<file path="src/rtl/safe_pkg.sv">
// Shared types and width helpers for the safe unlock sequencer.
package safe_pkg;

   typedef enum logic [2:0] {
      S_IDLE    = 3'd0,
      S_RUN     = 3'd1,
      S_GAP     = 3'd2,
      S_OPEN    = 3'd3,
      S_LOCKOUT = 3'd4
   } seq_state_t;

   function automatic int max3(input int a, input int b, input int c);
      int m;
      m = (a > b) ? a : b;
      return (m > c) ? m : c;
   endfunction

endpackage

</file>
<file path="src/rtl/safe_unlock_sequencer_ms_timer.sv">
// Millisecond down-counter: CLKS_PER_MS prescaler feeding a ms counter that
// is loaded on restart; expired pulses for one cycle at terminal count.
module ms_timer #(
   parameter int CLKS_PER_MS = 50_000,
   parameter int MS_W        = 16
) (
   input  logic            CLOCK_50,
   input  logic            reset,
   input  logic            restart,
   input  logic [MS_W-1:0] limit_ms,
   output logic            expired
);
   localparam int PRE_W = (CLKS_PER_MS > 1) ? $clog2(CLKS_PER_MS) : 1;

   logic [PRE_W-1:0] r_pre;
   logic [MS_W-1:0]  r_ms;
   logic             r_run;
   logic             w_pre_tc;
   logic             w_tc;

   assign w_pre_tc = (r_pre == '0);
   assign w_tc     = r_run && w_pre_tc && (r_ms == '0);
   assign expired  = w_tc;

   // Loading limit-1 / CLKS-1 makes terminal count land exactly limit*CLKS edges after restart.
   always_ff @(posedge CLOCK_50) begin
      if (reset) begin
         r_pre <= '0;
         r_ms  <= '0;
         r_run <= 1'b0;
      end else if (restart) begin
         r_pre <= PRE_W'(CLKS_PER_MS - 1);
         r_ms  <= limit_ms - 1'b1;
         r_run <= 1'b1;
      end else if (w_tc) begin
         r_run <= 1'b0;
      end else if (r_run) begin
         if (w_pre_tc) begin
            r_pre <= PRE_W'(CLKS_PER_MS - 1);
            r_ms  <= r_ms - 1'b1;
         end else begin
            r_pre <= r_pre - 1'b1;
         end
      end
   end

endmodule

</file>
<file path="src/rtl/safe_unlock_sequencer.sv">
// Unlock puzzle sequencer: walks the stages in order with a per-stage timeout,
// drives the magnet, counts failures. SAFE_SEQ_LOCKOUT_EN adds the lockout penalty.
//
//   state   | meaning
//   IDLE    | all stages disabled, magnet held, waiting for arm
//   RUN     | one stage enabled, timer running
//   GAP     | one cycle with all enables low before the next stage
//   OPEN    | magnet released for HOLD_MS, arm ignored
//   LOCKOUT | penalty after MAX_FAILS timeouts, arm ignored
module safe_unlock_sequencer
   import safe_pkg::*;
#(
   parameter int NUM_STAGES  = 3,
   parameter int CLKS_PER_MS = 50_000,
   parameter int TIMEOUT_MS  = 10_000,
   parameter int HOLD_MS     = 5_000,
   parameter int MAX_FAILS   = 3,
   parameter int LOCKOUT_MS  = 30_000
) (
   input  logic                              CLOCK_50,
   input  logic                              reset,
   input  logic                              arm,
   input  logic [NUM_STAGES-1:0]             stage_done,
   output logic [NUM_STAGES-1:0]             stage_enable,
   output logic [$clog2(NUM_STAGES)-1:0]     stage_idx,
   output logic                              elmag_hold,
   output logic                              open_flag,
   output logic [$clog2(MAX_FAILS+1)-1:0]    fail_count,
   output logic                              locked_out
);
   localparam int IDX_W  = $clog2(NUM_STAGES);
   localparam int FAIL_W = $clog2(MAX_FAILS + 1);
   localparam int MS_W   = $clog2(max3(TIMEOUT_MS, HOLD_MS, LOCKOUT_MS) + 1);
   localparam logic [NUM_STAGES-1:0] ENA_LSB = NUM_STAGES'(1);

   seq_state_t        r_state;
   logic [IDX_W-1:0]  r_idx;
   logic [FAIL_W-1:0] r_fails;
   logic [NUM_STAGES-1:0] r_stage_enable;
   logic [IDX_W-1:0]  r_stage_idx;
   logic              r_elmag_hold;
   logic              r_open_flag;
   logic [FAIL_W-1:0] r_fail_count;

   logic              w_done_act;
   logic              w_last;
   logic              w_expired;
   logic              w_restart;
   logic [MS_W-1:0]   w_limit;
   logic [FAIL_W-1:0] w_fails_inc;

   assign w_done_act  = stage_done[r_idx];
   assign w_last      = (r_idx == IDX_W'(NUM_STAGES - 1));
   assign w_fails_inc = (r_fails == FAIL_W'(MAX_FAILS)) ? r_fails : r_fails + 1'b1;

`ifdef SAFE_SEQ_LOCKOUT_EN
   logic w_lock_trip;
   logic r_locked_out;
   assign w_lock_trip = (w_fails_inc == FAIL_W'(MAX_FAILS));
   assign locked_out  = r_locked_out;
`else
   assign locked_out  = 1'b0;
`endif

   // Timer is reloaded on the same edge that enters RUN, OPEN or LOCKOUT.
   always_comb begin
      w_restart = 1'b0;
      w_limit   = MS_W'(TIMEOUT_MS);
      case (r_state)
         S_IDLE: w_restart = arm;
         S_GAP:  w_restart = 1'b1;
         S_RUN: begin
            if (arm && w_done_act && w_last) begin
               w_restart = 1'b1;
               w_limit   = MS_W'(HOLD_MS);
            end
`ifdef SAFE_SEQ_LOCKOUT_EN
            else if (arm && !w_done_act && w_expired && w_lock_trip) begin
               w_restart = 1'b1;
               w_limit   = MS_W'(LOCKOUT_MS);
            end
`endif
         end
         default: ;
      endcase
   end

   ms_timer #(
      .CLKS_PER_MS (CLKS_PER_MS),
      .MS_W        (MS_W)
   ) u_timer (
      .CLOCK_50 (CLOCK_50),
      .reset    (reset),
      .restart  (w_restart),
      .limit_ms (w_limit),
      .expired  (w_expired)
   );

   // Outputs are a registered decode of the current state, one edge behind it.
   always_ff @(posedge CLOCK_50) begin
      if (reset) begin
         r_state        <= S_IDLE;
         r_idx          <= '0;
         r_fails        <= '0;
         r_stage_enable <= '0;
         r_stage_idx    <= '0;
         r_elmag_hold   <= 1'b1;
         r_open_flag    <= 1'b0;
         r_fail_count   <= '0;
`ifdef SAFE_SEQ_LOCKOUT_EN
         r_locked_out   <= 1'b0;
`endif
      end else begin
         r_stage_enable <= (r_state == S_RUN) ? (ENA_LSB << r_idx) : '0;
         r_stage_idx    <= r_idx;
         r_elmag_hold   <= (r_state != S_OPEN);
         r_open_flag    <= (r_state == S_OPEN);
         r_fail_count   <= r_fails;
`ifdef SAFE_SEQ_LOCKOUT_EN
         r_locked_out   <= (r_state == S_LOCKOUT);
`endif
         case (r_state)
            S_IDLE: begin
               if (arm) begin
                  r_idx   <= '0;
                  r_state <= S_RUN;
               end
            end
            S_RUN: begin
               if (!arm) begin
                  r_state <= S_IDLE;
               end else if (w_done_act) begin
                  if (w_last) begin
                     r_fails <= '0;
                     r_state <= S_OPEN;
                  end else begin
                     r_state <= S_GAP;
                  end
               end else if (w_expired) begin
                  r_fails <= w_fails_inc;
`ifdef SAFE_SEQ_LOCKOUT_EN
                  r_state <= w_lock_trip ? S_LOCKOUT : S_IDLE;
`else
                  r_state <= S_IDLE;
`endif
               end
            end
            S_GAP: begin
               r_idx   <= r_idx + 1'b1;
               r_state <= S_RUN;
            end
            S_OPEN: begin
               if (w_expired) r_state <= S_IDLE;
            end
`ifdef SAFE_SEQ_LOCKOUT_EN
            S_LOCKOUT: begin
               if (w_expired) begin
                  r_fails <= '0;
                  r_state <= S_IDLE;
               end
            end
`endif
            default: r_state <= S_IDLE;
         endcase
      end
   end

   assign stage_enable = r_stage_enable;
   assign stage_idx    = r_stage_idx;
   assign elmag_hold   = r_elmag_hold;
   assign open_flag    = r_open_flag;
   assign fail_count   = r_fail_count;

endmodule

</file>
<file path="config.mk">
export PLATFORM = sky130hd
export DESIGN_NAME = safe_unlock_sequencer
export DESIGN_NICKNAME = d
export VERILOG_FILES = /design/src/rtl/safe_pkg.sv /design/src/rtl/safe_unlock_sequencer_ms_timer.sv /design/src/rtl/safe_unlock_sequencer.sv
export SDC_FILE = /design/constraint.sdc
export NUM_CORES = 1
export LEC_CHECK = 0
export CORE_MARGIN = 8
export CORE_UTILIZATION = 55
export DETAILED_ROUTE_END_ITERATION = 7
export PLACE_DENSITY = 0.75
export SETUP_SLACK_MARGIN = 0.15
export SYNTH_ARGS = -nofsm -noshare
export SYNTH_HDL_FRONTEND = slang
export SYNTH_SLANG_ARGS = --single-unit
</file>
<file path="constraint.sdc">
create_clock -name CLOCK_50 -period 4.25 [get_ports CLOCK_50]
set_input_delay 0.85 -clock CLOCK_50 [delete_from_list [all_inputs] [get_ports CLOCK_50]]
set_output_delay 0.85 -clock CLOCK_50 [all_outputs]
set_load 0.02 [all_outputs]
</file>
After elaboration in Yosys (flattened, before gate mapping) --
Index checks and enable logic that the tools add are counted.
Storage, ports and cells: output and inout port bits 10, word-level logic and storage cells 78, bits of input ports 6, register bits after elaboration 48
Operators by class: add/subtract/negate cells 5, magnitude comparators 1, equality and inequality tests 10, bitwise logic cells 2, reduce and logical (&&, ||, !) cells 19, muxes and demuxes 28, shifts and indexed selects 1
Operators with widths (number):
- $mux W16 | 4
- $mux W15 | 4
- $mux W14 | 2
- $logic_not A16 Y1 | 1
- $sub A16 B1 Y16 const B | 1
- $logic_not A15 Y1 | 1
- $sub A14 B1 Y15 const B | 1
- $sub A15 B1 Y15 const B | 1
- $mux W3 | 4
- $pmux W3 S4 | 1
- $mux W2 | 5
- $reduce_bool A2 Y1 | 5
- $eq A3 B2 Y1 const B | 2
- $reduce_and A2 Y1 | 3
- $mux W1 | 5
- $reduce_and A5 Y1 | 1
- $add A2 B1 Y2 const B | 2
- $eq A2 B2 Y1 const B | 2
- $logic_and A1 B1 Y1 | 4
- $ne A2 B1 Y1 const B | 2
- $ne A2 B2 Y1 const B | 2
- $pmux W2 S2 | 1
- $reduce_or A2 Y1 | 2
- $eq A3 B1 Y1 const B | 1
- 8 further kinds | 9

Logic depth before layout (Yosys ltp) --
Gate-level depths: netlist of run 1.
depth in word-level cells 8, depth in mapped cells 8, gate-level depth less buffers 7

By module --
From an unflattened synthesis of run 1, not the netlist that was laid out.
Unflattened totals: cell total of the unflattened synthesis 346, area total of the unflattened synthesis 2989.1 sq um
By module, submodules not included:
- ms_timer | cells an instance 272, area each 2322.2 sq um, times used 1, sequential area each 640.6 sq um
- safe_unlock_sequencer | cells an instance 74, area each 666.9 sq um, times used 1, sequential area each 320.3 sq um

Worst setup path after synthesis of run 1 --
No wires, ideal clock.
path kind flip-flop to flip-flop, start point register u_timer.r_pre[0], end point register u_timer.r_ms[12], period minus slack after synthesis 2.184 ns, cell stages (with the launch flop) 8, buffers on the path 0, setup slack 2.066 ns, arrival time 2.101 ns, cells stage by stage dfxtp_1 inv_1 ha_1 or3b_2 nor4_2 nand4_1 or4_1 o221ai_1
On the way: longest elaborated chain between the ends 5, elaborated cells between the ends (all ways) 6, those cells by class eq/ne (1); reduce/logical (5)
RTL lines:
- from (decl) | line safe_unlock_sequencer_ms_timer.sv:15 | logic [PRE_W-1:0] r_pre;
- from (signal assigned) | line safe_unlock_sequencer_ms_timer.sv:32 | r_pre <= PRE_W'(CLKS_PER_MS - 1);
- from (signal assigned) | line safe_unlock_sequencer_ms_timer.sv:39 | r_pre <= PRE_W'(CLKS_PER_MS - 1);
- from (signal assigned) | line safe_unlock_sequencer_ms_timer.sv:42 | r_pre <= r_pre - 1'b1;
- $logic_not A16 Y1 (*) | line safe_unlock_sequencer_ms_timer.sv:21 | assign w_pre_tc = (r_pre == '0);
- $logic_and A1 B1 Y1 (2 in a row) | line safe_unlock_sequencer_ms_timer.sv:22 | assign w_tc = r_run && w_pre_tc && (r_ms == '0);
- $ne A2 B1 Y1 (no source line)
- $reduce_and A3 Y1 (no source line) (*)
- to (signal assigned) | line safe_unlock_sequencer_ms_timer.sv:33 | r_ms <= limit_ms - 1'b1;
- to (signal assigned) | line safe_unlock_sequencer_ms_timer.sv:40 | r_ms <= r_ms - 1'b1;
- to (decl) | line safe_unlock_sequencer_ms_timer.sv:16 | logic [MS_W-1:0] r_ms;
Every way passes the cells marked *; elsewhere a longest branch is shown, timed or not. A chain may end at the register's enable or synchronous reset.

Worst setup path after layout of run 1 --
start point register u_timer.r_pre[3], end point register u_timer.r_pre[5]
On the way: longest elaborated chain between the ends 5, elaborated cells between the ends (all ways) 7, those cells by class add/sub (1); mux (1); bitwise (1); reduce/logical (4)
RTL lines:
- parallel branches: the longest is 5 deep, another holds $sub A16 B1 Y16
Several ways; the timed one is not identified.

==> results of run 1 <==
==> metrics by stage <==
| step | setup WS [ps] | area, µm² | instances | power (mW) | utilization [%] |
|---|---|---|---|---|---|
| after floorplan | 2070 | 2370 | 268 | 0.648 | - |
| after global placement | 1490 | 2540 | 325 | 0.688 | 60.0 |
| after detailed placement | 1410 | 2540 | 325 | 0.691 | 60.0 |
| after CTS | 1670 | 2630 | 333 | 0.969 | 62.2 |
| after global routing | 1330 | 2630 | 333 | 1.01 | 62.2 |
| final | 1660 | 2630 | 333 | 0.966 | 62.2 |
==> sequential cells by signal (all words and copies together) (netlist names) <==
signal / count
elmag_hold: 1
stage_idx: 2
r_idx: 2
u_timer.r_ms: 15
r_fails: 2
stage_enable: 3
open_flag: 1
r_state: 3
u_timer.r_run: 1
u_timer.r_pre: 16
fail_count: 2
==> logic make-up after synthesis <==
logic type,count (synthesis),synth area share (%)
fa+ha+maj,4,2.12
simple gates,110,28.5
other cells,1,0.159
buf+inv,18,3.12
xor+xnor,5,1.85
mux,5,2.12
compound gates,76,21.5
flops,48,40.7
==> cells in the mapped netlist (4+ instances only) <==
cell type,n,area share (%)
mux2i_1,5,2.1
o21ai_1,5,1.1
clkbuf_1,8,1.3
nor2_1,22,3.5
nor4_1,6,1.6
and3_1,4,1.1
nand2_1,11,1.7
nor3_1,8,1.7
o31ai_1,11,3.5
a21oi_1,27,5.7
nand3_1,4,0.85
or3_1,10,2.6
or4_1,9,2.9
xor2_1,4,1.5
a31oi_1,7,1.9
and2_1,4,1.1
o21ai_0,6,1.3
inv_1,7,1.1
nand3b_1,4,1.3
dfxtp_1,48,41
ha_1,4,2.1
==> power breakdown <==
group          total, mW  internal (mW)  switching, mW
combinational      0.183         0.0722          0.111
clock              0.285          0.132          0.152
sequential         0.499          0.472         0.0270
==> final cells by class <==
class | count | area, µm² | share of cell area [%]
multi-input cells | 202 | 1330 | 50.6
clock inverters | 1 | 7.51 | 0.285
repair buffers | 16 | 155 | 5.89
clock buffers | 7 | 86.3 | 3.28
inverters | 7 | 26.3 | 0.998
flip-flops and latches | 48 | 961 | 36.5
well taps | 52 | 65.1 | 2.47
==> per-layer routing <==
metal,track usage (%),vias to the layer above,routed length (µm)
li1,-,1039,-
met1,20.7,915,2540
met2,24.8,20,2210
met3,3.28,8,135
met4,7.14,0,82
met5,0,-,0
==> worst paths after layout <==
path,start,endpoint,slack [ps]
max,u_timer.r_pre[3]$_SDFFE_PP0P_,u_timer.r_pre[5]$_SDFFE_PP0P_,1660
min,u_timer.r_ms[5]$_SDFFE_PP0P_,u_timer.r_ms[5]$_SDFFE_PP0P_,480
max reg2reg,u_timer.r_pre[3]$_SDFFE_PP0P_,u_timer.r_pre[5]$_SDFFE_PP0P_,1660
min reg2reg,u_timer.r_ms[5]$_SDFFE_PP0P_,u_timer.r_ms[5]$_SDFFE_PP0P_,480
==> critical path, cell delays in order, from the launching register on <==
cell	delay [ps]
dfxtp_1	380
nor4_2	540
nand4_2	370
o31ai_2	850
o21ai_0	210
a21oi_1	160
==> impl_metrics.toml, run 1 <==
[power]
vdd_drop_max_mv = 0.240
leakage_nw = 0.921
p_per_area_nw_per_um2 = 367

[hold_path]
hp-class = "reg2reg"
min_path_cells = 2

[floorplanning]
die_h_um = 81.6
start_util_pct = 55.8
rows = 24
die-area_um2 = 6650
die_w_um = 81.6
ios = 16
core_area_um2 = 4230

[timing]
setup_tns_ps = 0
finalHoldViolCount = 0
max_slew_margin_pct = 38.3
skew_ps = 3.67
setup_viol_count_final = 0
hold_ws_ps = 477
rsz0062_at_grt = "false"
period_needed_ps = 2590
slew_violations = 0
worst_pin_slew_ps = 920
fmax_ghz = 0.386
fin_crit_sh_pct = 61.0

[route]
initialDrtViolationCount = 96
drt_first_pass_iters = 4
ant_nets = 0
vias_per_cell = 5.95
drt_drc_violations_left = 0
routedWlPerCell_um = 14.9
drt_wl_total_um = 4960
via_count = 1982

[grt]
grt_usage_pct = 15.9
grt_overflow = 0
grt_pass1_vias = 1859
grt_first_pass_wirelength_um = 8410
antenna_found_initial = 0
grt_max_degree = 31

[clocking]
cts-root-buf = "clkbuf_8"
cts_made_buffers = 5
clkSlewWorstSetupHoldPaths_ps = 90
cts_sinks = 48
postCtsResizedCells = 0
cts_tree = "built"
ctsHtreeMaxLevel = 2
clock_latency_ps = 300
cts_hold_buf = 0
cts_setup_buffers = 0
cts_buffer_depth = 2

[final_layout]
layout_commonest_cell = "dfxtp_1"
diodes = 0
nets = 290
final_cell_mix = "dfxtp_1 (48), a21oi_1 (27), nor2_1 (22)"
drive_gt1_share_pct = 8.19
fillCellCount = 379
area_delta_synth_final_pct = 11.4

[logic_synthesis]
avgSynthCellArea_um2 = 8.85
ys_ff_latch = 48
syn-instance-count = 267
synth_ff_type = "dfxtp_1"
synth_area_um2 = 2360
yosysUniqueCellTypes = 55
async_reset_ff_share_pct = 0
ys_seq_area_share_pct = 40.7
yosys_warnings = 0
synth_edf_count = 0

[setup_path]
critPathCaptureType = "register"
cp_data_arrival_time_ps = 2820
worst_setup_path_start_kind = "register"
worst-r2r-cell-count = 5
path_class = "reg2reg"
critical_path_required_ps = 4480
critPathMaxFanout = 14

[run]
cap_violations = 0

[place]
gp_congestion = 0.876
dp_hpwl_um = 3530
numPortBuffers = 14

[status]
status = "complete, no violations"
No activity file was read; power rests on OpenSTA's default activity.
==> run 2: changes to the inputs <==
clock period = 2.55 ns   (was 4.25 ns; I/O delays follow)
==> run 2 against run 1 <==
Against the previous run:
- sequential share of layout area fell by 2.1 points
- sequential power rose by 66%
- via count rose by 6.6%
- utilization rose by 3.9 points
- die area did not move
- count of clock-buffer cells in the layout fell by 1
- final cell count rose by 4.8%
- critical path type unchanged
- highest routed layer unchanged
==> impl_metrics.toml, run 2 (synthesis results as in run 1) <==
[route]
via_count = 2112
ant_nets = 0
vias_per_cell = 6.05
drt_drc_violations_left = 0
initialDrtViolationCount = 94
drt_wl_total_um = 5260
drt_first_pass_iters = 4
routedWlPerCell_um = 15.1

[final_layout]
drive_gt1_share_pct = 13.8
final_cell_mix = "dfxtp_1 (48), a21oi_1 (27), nor2_1 (22)"
nets = 306
diodes = 0
top_register = "u_timer.r_pre"
largest_reg_flops = 16
reg_top3 = "u_timer.r_pre (16), u_timer.r_ms (15)"
design_area_um2 = 2800
layout_commonest_cell = "dfxtp_1"
stdcell_count = 349
area_delta_synth_final_pct = 18.4
fillCellCount = 344

[timing]
fin_crit_sh_pct = 89.0
hold_ws_ps = 474
setup_tns_ps = 0
fmax_ghz = 0.441
slew_violations = 0
worst_pin_slew_ps = 563
period_needed_ps = 2270
finalHoldViolCount = 0
rsz0062_at_grt = "false"
max_slew_margin_pct = 62.1
setup_viol_count_final = 0
skew_ps = 10.7

[place]
dp.cells = 340
numPortBuffers = 14
gp_congestion = 0.862
dp_hpwl_um = 3780
dpl_cell_area_um2 = 2650

[floorplanning]
start_util_pct = 55.8
ios = 16
rows = 24
die_w_um = 81.6
die-area_um2 = 6650
die_h_um = 81.6
core_area_um2 = 4230

[clocking]
cts_buffer_depth = 2
cts_tree = "built"
clock_latency_ps = 310
clkSlewWorstSetupHoldPaths_ps = 90
ctsHtreeMaxLevel = 2
cts_made_buffers = 5
cts-root-buf = "clkbuf_8"
cts_sinks = 48

[status]
status = "complete, no violations"

[hold_path]
hp-class = "reg2reg"
worstHoldEndpoint = "u_timer.r_ms[5]$_SDFFE_PP0P_"
min_from = "u_timer.r_ms[5]$_SDFFE_PP0P_"
min_path_cells = 2

[setup_path]
r2r_start = "u_timer.r_pre[0]$_SDFFE_PP0P_"
critPathSlowestCell = "or4_1"
critPathCaptureType = "register"
worst-r2r-cell-count = 7
path_cells = "inv_1, ha_1, or3b_4, nor4_4, o211ai_4, or4_1, a31oi_1"
critPathMaxFanout = 7
critical_path_required_ps = 2790
worst_setup_path_start_kind = "register"
cp_data_arrival_time_ps = 2510
path_class = "reg2reg"
max_stage_delay_ps = 490
reg2reg_to = "u_timer.r_ms[8]$_SDFFE_PP0P_"
regToRegSetupSlack_ps = 280
path_delay_family = "simple AND/OR/NAND/NOR gates"
crit_buf_inv = 1

[run]
cap_violations = 0

[grt]
grt_first_pass_wirelength_um = 8830
grt_pass1_vias = 1880
antenna_found_initial = 0
grt_usage_pct = 16.6
grt_max_degree = 31
grt_overflow = 0

[power]
vdd_drop_max_mv = 0.335
p_total_mw = 1.77
p_per_area_nw_per_um2 = 632
leakage_nw = 1.02
run 2: stage by stage:
stage,setup WS [ps],util (%)
4_1_cts,197,65.5
3_5_place_dp,112,62.6
2_1_floorplan,366,-
3_3_place_gp,187,62.6
5_1_grt,176,66.1
6_report,282,66.1
run 2: timing repair:
action,4_1_cts,5_1_grt
setup buffers,0,1
hold buffers,0,0
gates resized for setup,0,4
endpoints found under the setup margin,0,16
run 2: worst min-delay path, delay by kind of cell (launching register included):
kind,cells,cell delay (ps)
DFF,1,320
AOI/OAI and AO/OA,2,120
run 2: cell type report:
class                           count  area (µm²)  area share, %
Tap cell                           52        65.1           2.33
Multi-Input combinational cell    202        1350           48.2
Clock buffer                        6        82.6           2.95
Clock inverter                      2        38.8           1.39
Timing Repair Buffer               32         275           9.84
Sequential cell                    48         961           34.3
Inverter                            7        26.3          0.939
run 2: worst max path at each step:
stage,slack (ps),cells past startpoint,startpoint,to
after detailed placement,110,6,arm,u_timer.r_pre[10]$_SDFFE_PP0P_
after floorplan,370,7,u_timer.r_pre[0]$_SDFFE_PP0P_,u_timer.r_ms[12]$_SDFFE_PP0P_
final,280,7,u_timer.r_pre[0]$_SDFFE_PP0P_,u_timer.r_ms[8]$_SDFFE_PP0P_
after global placement,190,6,arm,u_timer.r_pre[4]$_SDFFE_PP0P_
after CTS,200,8,u_timer.r_pre[0]$_SDFFE_PP0P_,u_timer.r_ms[11]$_SDFFE_PP0P_
after global routing,180,5,u_timer.r_ms[0]$_SDFFE_PP0P_,u_timer.r_pre[12]$_SDFFE_PP0P_
run 2: metal layers:
layer | vias to the layer above | global-route usage, % | wire, µm | share of wire, %
met5 | - | 0 | 0 | 0
met4 | 0 | 4.46 | 57 | 1.1
met3 | 7 | 3.61 | 186 | 3.5
met2 | 29 | 25.1 | 2430 | 46
met1 | 1001 | 23.2 | 2580 | 49
li1 | 1075 | - | - | -
run 2: power breakdown:
| group | leakage (nW) | internal, mW | total (mW) | switching, mW |
|---|---|---|---|---|
| Clock | 0.0614 | 0.321 | 0.582 | 0.261 |
| Sequential | 0.392 | 0.786 | 0.829 | 0.0428 |
| Combinational | 0.562 | 0.154 | 0.358 | 0.204 |
==> run 3: changes to the inputs <==
CORE_MARGIN = not set   (was 8)
clock period = 2.8 ns   (was 2.55 ns; I/O delays follow)
==> run 3 against run 2 <==
Against the previous run:
- global-route usage grew 7.1 points
- non-clock buffer count decreased by 6
- flip-flop and latch count unchanged
- setup slack better by 110 ps
- first-iteration DRC count increased by 51%
- count of clock-buffer cells in the layout is the same
- sequential share of layout area increased by 0.98 points
- routed wire length shrank 6.8%
==> impl_metrics.toml, run 3 (synthesis results as in run 1) <==
[grt]
grt_max_degree = 31
grt_first_pass_wirelength_um = 8250
antenna_found_initial = 0
grt_pass1_vias = 1761
grt_usage_pct = 23.7
grt_overflow = 0

[setup_path]
critPathMaxFanout = 17
cp_data_arrival_time_ps = 2640
worst_setup_path_start_kind = "register"
critical_path_required_ps = 3030
critPathCaptureType = "register"
startpoint = "u_timer.r_pre[0]$_SDFFE_PP0P_"
path_class = "reg2reg"
r2r_start = "u_timer.r_pre[0]$_SDFFE_PP0P_"

[place]
numPortBuffers = 14
gp_congestion = 0.851
dp.cells = 331
dp_hpwl_um = 3490

[clocking]
ctsHtreeMaxLevel = 2
clock_latency_ps = 300
cts_made_buffers = 5
cts-root-buf = "clkbuf_8"
cts_tree = "built"
cts_buffer_depth = 2
cts_hold_buf = 0
cts_sinks = 48
clkSlewWorstSetupHoldPaths_ps = 90

[timing]
setup_tns_ps = 0
fin_crit_sh_pct = 86.0
finalHoldViolCount = 0
setup_viol_count_final = 0
skew_ps = 5.64
fmax_ghz = 0.415
max_slew_margin_pct = 52.9
rsz0062_at_grt = "false"
worst_pin_slew_ps = 702
slew_violations = 0
period_needed_ps = 2410

[power]
comb_power_share_pct = 19.6
p_per_area_nw_per_um2 = 569
p_total_mw = 1.55
vdd_drop_max_mv = 0.348
leakage_nw = 0.978
p_seq_share_pct = 48.9
power_frac_clock_pct = 31.6
sw_frac_of_total_pct = 28.4
power.switching_mw = 0.440
p_int_mw = 1.11

[floorplanning]
rows = 23
start_util_pct = 58.2
die_h_um = 67.6
core_area_um2 = 4060
die_w_um = 67.6
ios = 16
die-area_um2 = 4560

[final_layout]
nets = 300
layout_commonest_cell = "dfxtp_1"
multi_input_area_um2 = 1330
largest_reg_flops = 16
seq_area_um2 = 961
diodes = 0
fillCellCount = 324
stdcell_count = 341
area_delta_synth_final_pct = 15.1
final_cell_mix = "dfxtp_1 (48), a21oi_1 (27), nor2_1 (22)"
top_register = "u_timer.r_pre"
drive_gt1_share_pct = 11.3
reg_top3 = "u_timer.r_pre (16), u_timer.r_ms (15)"

[hold_path]
hp-class = "reg2reg"
min_from = "u_timer.r_ms[14]$_SDFFE_PP0P_"

[route]
drt_drc_violations_left = 0
drt_first_pass_iters = 4
via_count = 2079
vias_per_cell = 6.10
initialDrtViolationCount = 142
routedWlPerCell_um = 14.4
drt_wl_total_um = 4900
ant_nets = 0

[status]
status = "complete, no violations"

[run]
cap_violations = 0
run 3: area by class of cell:
| class | instances | share of cell area (%) |
|---|---|---|
| clock buffers | 6 | 2.67 |
| flip-flops and latches | 48 | 35.3 |
| multi-input cells | 202 | 49.0 |
| clock inverters | 2 | 1.29 |
| inverters | 7 | 0.966 |
| well taps | 50 | 2.30 |
| repair buffers | 26 | 8.46 |
run 3: layer usage:
metal,global-route usage (%),wire length (µm),vias to the layer above
li1,-,-,1059
met1,32.6,2490,973
met2,36.5,2160,38
met3,5.74,170,9
met4,6.38,79,0
met5,0,0,-
run 3: worst max-delay path, stage by stage, from the launching register on:
cell and delay [ps]:
dfxtp_1 340, inv_1 100, ha_1 180, or3b_2 500, nor4_4 310, o211ai_4 230, or4_1 510, a31oi_1 170
run 3: metrics by stage:
step | setup WS (ps) | instance area [µm²] | hold slack (ps) | utilization [%]
detailed placement | 259 | 2600 | 472 | 64.0
CTS | 325 | 2710 | 483 | 66.7
global placement | 316 | 2600 | 462 | 64.0
global route | 258 | 2720 | 504 | 67.0
floorplan | 616 | 2370 | 448 | -
finish | 393 | 2720 | 487 | 67.0
run 3: path summary, 6_finish.rpt:
path / slack, ps / cells after the start / to
worst max register to register: 390 / 7 / u_timer.r_ms[8]$_SDFFE_PP0P_
worst max-delay path: 390 / 7 / u_timer.r_ms[8]$_SDFFE_PP0P_
worst min-delay path: 490 / 1 / u_timer.r_ms[14]$_SDFFE_PP0P_
worst min register to register: 490 / 1 / u_timer.r_ms[14]$_SDFFE_PP0P_
run 3: power groups by stage:
stage / combinational [mW] / clock [mW] / sequential, mW
after floorplan: 0.223 / 0 / 0.760
after global placement: 0.294 / 0 / 0.769
after detailed placement: 0.298 / 0 / 0.770
after CTS: 0.300 / 0.495 / 0.754
after global routing: 0.336 / 0.527 / 0.762
final: 0.303 / 0.489 / 0.756
run 3: timing repair:
item                                    4_1_cts  5_1_grt
endpoints found under the hold margin         0        0
setup buffers                                 0        2
resized for setup                             0        0
endpoints found under the setup margin        0        1
